### src/rtl/gerador_tons_pkg.sv
// gerador_tons shared constants
// off marker, minimum half-period, clamp helper
package gerador_tons_pkg;

  localparam int LARGURA_CP = 18;
  localparam int CP_MINIMO  = 2;

  localparam logic [LARGURA_CP-1:0] CP_DESLIGADO =
    {LARGURA_CP{1'b1}};

  function automatic logic [LARGURA_CP-1:0] limita_periodo(
    input logic [LARGURA_CP-1:0] v
  );
    if (v < LARGURA_CP'(CP_MINIMO))
      return LARGURA_CP'(CP_MINIMO);
    return v;
  endfunction

endpackage

### src/rtl/oscilador_voz.sv
// one square-wave voice: counter, period latch,
// toggle and active flag, changes only at boundaries
module oscilador_voz
  import gerador_tons_pkg::*;
#(
  parameter int LARGURA = LARGURA_CP
) (
  input  logic               clk,
  input  logic               rst_n,
  input  logic [LARGURA-1:0] cp,
  output logic               onda,
  output logic               ativa
);

  logic [LARGURA-1:0] cont;
  logic [LARGURA-1:0] per_atual;
  logic [LARGURA-1:0] per_novo;
  logic               desligado;
  logic               fronteira;

  // clamp and off detection of the incoming word
  always_comb begin
    desligado = &cp;
    per_novo  = cp;
    if (cp < LARGURA'(CP_MINIMO))
      per_novo = LARGURA'(CP_MINIMO);
    fronteira = (cont == per_atual - LARGURA'(1));
  end

  // voice state: start, count, toggle or stop at boundary
  always_ff @(posedge clk or negedge rst_n) begin
    if (!rst_n) begin
      cont      <= '0;
      per_atual <= '1;
      onda      <= 1'b0;
      ativa     <= 1'b0;
    end else if (!ativa) begin
      if (!desligado) begin
        per_atual <= per_novo;
        cont      <= '0;
        onda      <= 1'b1;
        ativa     <= 1'b1;
      end else begin
        onda      <= 1'b0;
      end
    end else if (!fronteira) begin
      cont <= cont + LARGURA'(1);
    end else begin
      cont <= '0;
      if (desligado) begin
        ativa <= 1'b0;
        onda  <= 1'b0;
      end else begin
        onda      <= ~onda;
        per_atual <= per_novo;
      end
    end
  end

endmodule

### src/rtl/gerador_tons.sv
// polyphonic square-wave tone generator
// NR_TECLAS voices mixed into one signed sample
module gerador_tons #(
  parameter int NR_TECLAS       = 10,
  parameter int LARGURA_CP      = 18,
  parameter int LARGURA_AMOSTRA = 16,
  parameter int AMPLITUDE       = 2048
) (
  input  logic clk,
  input  logic rst_n,
  input  logic [NR_TECLAS-1:0][LARGURA_CP-1:0] cp,
  output logic [NR_TECLAS-1:0] onda,
  output logic [NR_TECLAS-1:0] ativas,
  output logic signed [LARGURA_AMOSTRA-1:0] amostra,
  output logic [$clog2(NR_TECLAS+1)-1:0] nr_ativas
);

  localparam int LN = $clog2(NR_TECLAS + 1);
  localparam int LA = LARGURA_AMOSTRA;

  localparam logic signed [LA-1:0] AMP =
    LA'(AMPLITUDE);

  if (longint'(NR_TECLAS) * longint'(AMPLITUDE) >
      (longint'(1) <<< (LA - 1)) - 1) begin : g_chk
    $error("gerador_tons: mix can overflow sample");
  end

  for (genvar i = 0; i < NR_TECLAS; i++) begin : g_voz
    oscilador_voz #(
      .LARGURA (LARGURA_CP)
    ) u_voz (
      .clk   (clk),
      .rst_n (rst_n),
      .cp    (cp[i]),
      .onda  (onda[i]),
      .ativa (ativas[i])
    );
  end

  logic signed [LA-1:0] soma;
  logic [LN-1:0]        conta;

  // full-width sum of active voices and their count
  always_comb begin
    soma  = '0;
    conta = '0;
    for (int i = 0; i < NR_TECLAS; i++) begin
      if (ativas[i]) begin
        soma  = onda[i] ? soma + AMP : soma - AMP;
        conta = conta + LN'(1);
      end
    end
  end

  // register the mixed sample and active count
  always_ff @(posedge clk or negedge rst_n) begin
    if (!rst_n) begin
      amostra   <= '0;
      nr_ativas <= '0;
    end else begin
      amostra   <= soma;
      nr_ativas <= conta;
    end
  end

endmodule
### config.mk
export PLATFORM = sky130hd
export DESIGN_NAME = gerador_tons
export DESIGN_NICKNAME = d
export VERILOG_FILES = /design/src/rtl/gerador_tons_pkg.sv /design/src/rtl/oscilador_voz.sv /design/src/rtl/gerador_tons.sv
export SDC_FILE = /design/constraint.sdc
export NUM_CORES = 1
export LEC_CHECK = 0
export BUFFER_PORTS_ARGS = -buffer_cell sky130_fd_sc_hd__buf_4
export CORE_MARGIN = 3
export CORE_UTILIZATION = 50
export CTS_BUF_LIST = sky130_fd_sc_hd__clkbuf_2
export DETAILED_ROUTE_END_ITERATION = 8
export PLACE_DENSITY_LB_ADDON = 0.12
export SYNTH_ARGS = -nofsm -noshare
export SYNTH_HDL_FRONTEND = slang
export SYNTH_SLANG_ARGS = --single-unit
### constraint.sdc
create_clock -name clk -period 13.99 [get_ports clk]
set_input_delay 2.798 -clock clk [delete_from_list [all_inputs] [get_ports clk]]
set_output_delay 2.798 -clock clk [all_outputs]
set_load 0.01 [all_outputs]
# == Word level (Yosys, flattened, before mapping) ==
# Index checks and enable logic that the tools add are counted.
# classes
eq_ne,30
addsub,47
div,0
n_lt_le_gt_ge,10
n_shift,0
n_mul,0
n_reduce_logical,10
n_bitwise,10
muxes,160
# op_table
op,count
$mux W18,70
$mux W16,20
$add A18 B1 Y18 const B,10
$eq A18 B18 Y1,10
$lt A18 B2 Y1 const B,10
$reduce_and A18 Y1,10
$sub A18 B1 Y18 const B,10
$add A16 B13 Y16 const B,9
$sub A16 B13 Y16 const B,9
$mux W1,61
$add A4 B1 Y4 const B,9
$mux W4,9
$ne A2 B1 Y1 const B,10
$ne A2 B2 Y1 const B,10
$not A1 Y1,10
# totals
latch_bits,0
mem_bits_rw,0
output_inout_bits,40
memories,0
regBits,400
mem_bits_ro,0

# == Longest topological paths before layout ==
# Gate-level depths: netlist (run 1).
# logic_depth
depth_word,29
ltp_mapped,42
mapped_depth_nobuf,42

# == Modules after synthesis ==
# Synthesis (run 1) repeated with hierarchy kept, for this count alone.
# unflattened
cells_unflattened,4094
area_unflattened_um2,33484.6
# by_module_without_submodules
module,cells_per_inst,area_each_um2,n_inst
oscilador_voz,378,3096.7,10
gerador_tons,314,2517.4,1

# == Worst setup path after synthesis (run 1) ==
# Ideal clock, no wire load.
# synth_timing
kind,flip-flop to flip-flop
startpoint,reg g_voz[0].u_voz.ativa
endpoint,reg amostra[15]
t_required_ps,13910
path_stages_with_launch,38
synth_period_minus_slack_ps,8157
setup_slack_ps,5833
arrival_ps,8077
path_cell_list,dfrtp_1 -> clkinv_1 -> nor2_1 -> fa_1 -> and2_1 -> or2_2 -> inv_1 -> fa_1 -> nand2_1 -> o21ai_0 -> fa_1 -> nor2_1 -> or2_2 -> inv_1 -> fa_1 -> nand2_1 -> o21a_1 -> inv_1 -> [2 not listed] -> inv_1 -> fa_1 -> nand2_1 -> o21ai_0 -> fa_1 -> mux2i_1 -> inv_1 -> fa_1 -> xor2_1 -> a21oi_1 -> ha_1 -> a21o_1 -> a21oi_1 -> xnor2_1 -> nand2_1 -> xor2_1 -> xnor2_1 -> xnor2_1
# synth_between
elab_chain_len,28
elab_cells_between_ends,37
classes_between,add/sub (18); mux (19)
# synth_rtl
element,line,rtl
from (decl),oscilador_voz.sv:12,output logic ativa
from (signal assigned),oscilador_voz.sv:36,ativa <= 1'b0;
from (signal assigned),oscilador_voz.sv:42,ativa <= 1'b1;
from (signal assigned),oscilador_voz.sv:51,ativa <= 1'b0;
$mux W16 *,gerador_tons.sv:49,if (ativas[i]) begin
$sub A16 B13 Y16 / $add A16 B13 Y16 (equally long branches),gerador_tons.sv:50,soma = onda[i] ? soma + AMP : soma - AMP;
$mux W16,gerador_tons.sv:50,
$mux W16 *,gerador_tons.sv:49,
$sub A16 B13 Y16 / $add A16 B13 Y16 (equally long branches),gerador_tons.sv:50,
$mux W16,gerador_tons.sv:50,
$mux W16 *,gerador_tons.sv:49,
$sub A16 B13 Y16 / $add A16 B13 Y16 (equally long branches),gerador_tons.sv:50,
[13 not listed],n/a,
$mux W16 *,gerador_tons.sv:49,
$sub A16 B13 Y16 / $add A16 B13 Y16 (equally long branches),gerador_tons.sv:50,
$mux W16,gerador_tons.sv:50,
$mux W16 *,gerador_tons.sv:49,
$sub A16 B13 Y16 / $add A16 B13 Y16 (equally long branches),gerador_tons.sv:50,
$mux W16,gerador_tons.sv:50,
$mux W16 *,gerador_tons.sv:49,
via soma[15],gerador_tons.sv:41,logic signed [LA-1:0] soma;
to (signal assigned),gerador_tons.sv:62,amostra <= soma;
to (decl),gerador_tons.sv:14,"output logic signed [LARGURA_AMOSTRA-1:0] amostra,"
# Mark *: on every way through the listed nets, which the timed path passes. The rest lies on a longest branch.
# A chain may end at the register's enable or synchronous reset.

# == Final worst setup path (run 1) ==
# Ends and elaborated chain as after synthesis.

==> results of run 1 <==
## final cells by class
cell class	count	share of cell area (%)
antenna	3	0.02506
clock inverter	36	0.5554
inverter	93	1.165
sequential	388	33.16
clock buffer	169	2.823
tap	688	2.873
timing repair buffer	229	5.763
multi-input combinational	2359	53.64
## through the flow
step	setup slack, ps	utilization (%)	std cells
finish	4952	56.45	3965
global route	4221	56.45	3965
CTS	4940	56.43	3962
detailed placement	4952	54.53	3757
global placement	5290	54.53	3757
floorplan	5833	-	3014
## layer usage
| metal | up-vias | share of wire, % | global-route usage (%) | routed length, um |
|---|---|---|---|---|
| met4 | 0 | 2.4 | 7.642 | 1661 |
| met2 | 608 | 46 | 38.72 | 32110 |
| met5 | - | 0 | 0 | 0 |
| met3 | 131 | 5.2 | 4.661 | 3631 |
| met1 | 11600 | 46 | 32.81 | 31830 |
| li1 | 11440 | - | - | - |
## state kept, by name (all words and copies together) (netlist names)
| name | flops |
|---|---|
| g_voz.u_voz.ativa | 10 |
| g_voz.u_voz.per_atual | 180 |
| g_voz.u_voz.cont | 180 |
| nr_ativas | 4 |
| amostra | 4 |
| g_voz.u_voz.onda | 10 |
## power groups by stage
stage	Combinational, mW	Clock (mW)	Sequential (mW)
after CTS	0.253	0.895	1.24
final	0.251	0.851	1.24
after floorplan	0.161	0	1.23
after global placement	0.243	0	1.26
after detailed placement	0.252	0	1.26
after global routing	0.282	0.949	1.25
## kinds of logic after synthesis
group / count (synthesis)
compound gates: 516
xor+xnor: 264
fa+ha+maj: 63
buf+inv: 267
flops: 388
mux: 185
other cells: 1
simple gates: 1320
## cells in the final DEF, fill, tap and decap left out, types with 28 or more instances in the layout
master | netlist | layout
nand2_1 | 278 | 278
buf_4 | 32 | 228
dfrtp_1 | 208 | 208
nand3_1 | 185 | 185
dfstp_2 | 180 | 180
xnor2_1 | 175 | 175
nor2_1 | 174 | 174
clkbuf_2 | 0 | 169
mux2_2 | 161 | 161
o21ai_0 | 116 | 116
nor4_1 | 108 | 108
inv_1 | 91 | 91
xor2_1 | 87 | 87
nor3_1 | 86 | 86
nand4_1 | 79 | 79
and3_1 | 78 | 78
a21oi_1 | 75 | 75
nand2b_1 | 57 | 57
ha_1 | 52 | 52
a31oi_1 | 53 | 51
or3_1 | 39 | 39
nor3b_1 | 38 | 38
nand3b_1 | 36 | 36
a21o_1 | 32 | 32
a211o_1 | 30 | 30
clkinv_1 | 2 | 29
or2_2 | 28 | 28
## worst min path at each step
| stage | from | to |
|---|---|---|
| floorplan | g_voz[0].u_voz.per_atual[1] | g_voz[0].u_voz.per_atual[1] |
| global placement | g_voz[0].u_voz.per_atual[1] | g_voz[0].u_voz.per_atual[1] |
| detailed placement | g_voz[0].u_voz.per_atual[1] | g_voz[0].u_voz.per_atual[1] |
| CTS | g_voz[0].u_voz.per_atual[1] | g_voz[0].u_voz.per_atual[1] |
| global route | g_voz[7].u_voz.per_atual[1] | g_voz[7].u_voz.per_atual[1] |
| finish | g_voz[0].u_voz.per_atual[1] | g_voz[0].u_voz.per_atual[1] |
## critical path, delay by kind of cell, from the launching register on
kind / cells / cell delay, ps
buffers and inverters: 5 / 620
AND/OR/NAND/NOR: 11 / 1560
AO/OA/AOI/OAI: 7 / 1280
multiplexers: 1 / 250
flip-flops: 1 / 450
adder cells (fa/ha/maj): 9 / 3860
XOR/XNOR: 6 / 940
==> results_dict.tcl, run 1 <==
set metrics [dict create \
    status "finished clean" \
    synth-compound-area-share_pct 13.33 \
    fillers 4857 \
    rrSetupSlack_ps 4950 \
    slew_violations 0 \
    synth-simple-area-share_pct 26.12 \
    die_height_um 238.6 \
    power_mw 2.344 \
    avgRoutedWirePerCell_um 17.46 \
    cts.sinks 388 \
    regArea_mm2 0.009935 \
    post_cts_buffers 0 \
    nNetsFinal 3425 \
    min_period_ps 9038 \
    synthMuxAreaShare_pct 7.755 \
    p_leak_nw 12.90 \
    endpoint_kind "flip-flop" \
    synth_area_leaders "dfrtp_1, dfstp_2, mux2_2" \
    drc_errors 0 \
    ioPinCount 222 \
    grt_util_all_layers_pct 24.04 \
    hp-class "reg2reg" \
    cts_tree "yes" \
    vias 23780 \
    p_clk_share_pct 36.3 \
    final_area_mm2 0.02996 \
    clk_pin_slew_ps 110 \
    synth_fa_ha_area_share_pct 3.218 \
    cp.arrival_ps 10030 \
    ant_nets 0 \
    port_buffers 210 \
    htreeDepth 3 \
    dp_hpwl_mm 50.92 \
    max_stage_delay_ps 560 \
    first_pass_iters 5 \
    seq_power_share_pct 53.0 \
    r2r-end "amostra[15]" \
    finalHoldViolations 0 \
    avgSynthCellArea_um2 9.007 \
    cpMostUsedCell "fa_1" \
    gp_congestion 0.8669 \
    synth.most_common_cell "nand2_1" \
    finalCritPeriodShare_pct 64.60 \
    rsz0062_at_grt "false" \
    reg2reg_from "g_voz[0].u_voz.ativa" \
    finalSetupViolations 0 \
    hold-path-cell-count 2 \
    crit_slowest_cell "fa_1" \
    synth_top_family_by_area "simple AND/OR/NAND/NOR gates" \
    yosysTopAreaCellShare_pct 19.24 \
    vias_per_cell 5.998 \
    pwr-share-comb_pct 10.7 \
    cts_resized 0 \
    root_buffer "clkbuf_2" \
    drive_gt1_share_pct 24.95 \
    ys_async_sr_fraction_pct 100.0 \
    synth_top_flop_cell "dfrtp_1" \
    crit_end "amostra[15]" \
    core_area_mm2 0.05308 \
    synth.distinct_cells 86 \
    fp-row-count 84 \
    postPlaceCellArea_mm2 0.02894 \
    syn_area_mm2 0.02706 \
    worst-endpoint-required_ps 14980 \
    finalClockSkew_ps 69.76 \
    power.internal_mw 1.640 \
    antenna_found_initial 2 \
    clkLatencyLatePin_ps 1120 \
    reg2reg_depth 39 \
    yosysWarnings 0 \
    grt_max_degree 123 \
    swShare_pct 30.02 \
    synth_xor_area_share_pct 8.652 \
    areaGrowthSynthToFinish_pct 10.72 \
    initial_core_util_pct 50.98 \
    p_per_area_mw_per_mm2 78.24 \
    wirelength_mm 69.24 \
    start_kind "flip-flop" \
    cap_violations 0 \
    critPathKind "reg2reg" \
    fmax_mhz 110.6 \
    ctsHoldBuffers 0 \
    cts_buffer_depth 3 \
    synth_edf_count 0 \
    p_sw_mw 0.7038 \
    synth.yosys.seq_area_share_pct 36.72 \
    hold_slack_ps 507.2 \
    worst-slew-pin-transition_ps 1306 \
    peakVddDrop_mv 0.06510 \
    fin_setup_tns_ps 0 \
    die_w_um 238.6 \
    grt_first_pass_wirelength_mm 115.1 \
    startpoint "g_voz[0].u_voz.ativa" \
    ys_ff_latch 388 \
    netlist_top_cells_count "nand2_1, dfrtp_1, nand3_1" \
    cts_made_buffers 109 \
    grt_pass1_vias 23330 \
    yosysTopAreaCell "dfrtp_1" \
    grt_overflow_total 0 \
    critPathMaxFanout 8 \
    relSlewSlack_pct 12.10 \
    netlist_instances 3004 \
    die_area_mm2 0.05694 \
    drt_iter0_markers 1565 \
    multi_input_area_mm2 0.01607 \
]
(Power assumes the default switching activity.)
==> run 2, diff against run 1 <==
==> constraint.sdc (replaced) <==
create_clock -name clk -period 9.3 [get_ports clk]
set_input_delay 1.86 -clock clk [delete_from_list [all_inputs] [get_ports clk]]
set_output_delay 1.86 -clock clk [all_outputs]
set_load 0.01 [all_outputs]
==> results_dict.tcl, run 2 (same netlist as run 1, synthesis figures left out) <==
set metrics [dict create \
    status "finished clean" \
    die_area_mm2 0.05694 \
    critPathKind "reg2reg" \
    clk_pin_slew_ps 80 \
    grt_overflow_total 0 \
    worst-slew-pin-transition_ps 1350 \
    crit_slowest_cell "fa_1" \
    areaGrowthSynthToFinish_pct 11.05 \
    layout_commonest_cell "nand2_1" \
    grt_first_pass_wirelength_mm 114.5 \
    vias 23780 \
    core_area_mm2 0.05308 \
    finalHoldViolations 0 \
    cp.arrival_ps 9690 \
    start_kind "flip-flop" \
    vias_per_cell 5.989 \
    dp_hpwl_mm 51.04 \
    cts_made_buffers 109 \
    max_stage_delay_ps 540 \
    reg2reg_from "g_voz[0].u_voz.ativa" \
    port_buffers 210 \
    relSlewSlack_pct 9.639 \
    slew_violations 0 \
    reg2reg_depth 39 \
    hold-path-cell-count 2 \
    critPathMaxFanout 5 \
    final_area_mm2 0.03005 \
    wirelength_mm 69.46 \
    cpMostUsedCell "fa_1" \
    min_period_ps 8705 \
    hp-class "reg2reg" \
    p_per_area_mw_per_mm2 118.0 \
    drc_errors 0 \
    grt_pass1_vias 23030 \
    clkLatencyLatePin_ps 1120 \
    drt_iter0_markers 1409 \
    hold_slack_ps 501.5 \
    initial_core_util_pct 50.98 \
    nNetsFinal 3427 \
    finalSetupViolations 0 \
    ioPinCount 222 \
    antenna_found_initial 2 \
    cap_violations 0 \
    layout_common_cells "nand2_1, buf_4, dfrtp_1, nand3_1, dfstp_2" \
    p_leak_nw 12.92 \
    fp-row-count 84 \
    die_height_um 238.6 \
    die_w_um 238.6 \
    largestRegisters "g_voz.u_voz.cont (180), g_voz.u_voz.per_atual (180)" \
    startpoint "g_voz[0].u_voz.ativa" \
    endpoint_kind "flip-flop" \
    gp_congestion 0.8717 \
    htreeDepth 3 \
    ant_nets 0 \
    cts_buffer_depth 3 \
    min_from "g_voz[0].u_voz.per_atual[1]" \
    worst-endpoint-required_ps 10290 \
    grt_max_degree 171 \
    postPlaceCellArea_mm2 0.02897 \
    rsz0062_at_grt "false" \
    drive_gt1_share_pct 25.09 \
    grt_util_all_layers_pct 24.03 \
    first_pass_iters 5 \
    finalClockSkew_ps 84.56 \
    cts_tree "yes" \
    finalCritPeriodShare_pct 93.60 \
    ctsHoldBuffers 0 \
    fin_setup_tns_ps 0 \
    cts.sinks 388 \
    fmax_mhz 114.9 \
    root_buffer "clkbuf_2" \
    peakVddDrop_mv 0.1119 \
    avgRoutedWirePerCell_um 17.50 \
]
==> run 2: cell count changes in the layout (fill, tap and decap cells not counted), sizes merged <==
cell	change
diode	+3
bufinv	+1
inv	-2
buf	+2
clkinvlp	+1
==> run 2: layout make-up <==
type	count	area, um2
Tap cell	688	860.8
Clock buffer	169	845.8
Inverter	93	352.8
Clock inverter	36	191.4
Sequential cell	388	9936
Timing Repair Buffer	231	1767
Antenna cell	6	15.01
Multi-Input combinational cell	2359	16080
Fill cell	4830	23030
==> run 2: path summary, 6_finish.rpt <==
check / to / slack [ps]
hold / removal: g_voz[0].u_voz.per_atual[1] / 500
min in group asynchronous: g_voz[3].u_voz.cont[16] / 700
setup reg to reg: amostra[15] / 600
hold reg to reg: g_voz[0].u_voz.per_atual[1] / 500
max in group asynchronous: g_voz[0].u_voz.ativa / 7230
setup / recovery: amostra[15] / 600
==> run 2: repair_timing <==
action / 4_1_cts / 5_1_grt
endpoints found under the setup margin: 0 / 2
gates resized for setup: 0 / 6
buffers inserted: 0 / 2
==> run 2: stage by stage <==
step	std cells	worst slack [ps]	total power, mW	utilization (%)
4_1_cts	3962	200.1	3.612	56.53
3_5_place_dp	3757	236.9	2.278	54.57
5_1_grt	3970	17.54	3.768	56.61
3_3_place_gp	3757	576.4	2.259	54.57
2_1_floorplan	3014	1143	2.094	-
6_report	3970	595.4	3.546	56.61
==> run 2: power by group <==
| group | leakage, nW | switching (mW) | internal (mW) |
|---|---|---|---|
| Clock | 0.796 | 0.759 | 0.538 |
| Combinational | 7.79 | 0.190 | 0.189 |
| Sequential | 4.33 | 0.102 | 1.77 |
==> run 2: critical path: cells and delay by family (launching register included) <==
kind                       cells  cell delay [ps]
AOI/OAI and AO/OA              7             1320
xor gates and xnor gates       7             1130
adders and majority gates      9             3630
buffers and inverters          5              470
DFF                            1              450
muxes                          1              280
and+or+nand+nor               10             1360
==> run 2: layer usage <==
metal	vias to the layer above	GRT usage [%]	wire length [um]	share of wire, %
li1	11470	-	-	-
met1	11570	32.61	31960	46
met2	606	38.64	32170	46
met3	137	4.788	3461	5.0
met4	0	7.990	1867	2.7
met5	-	0	0	0
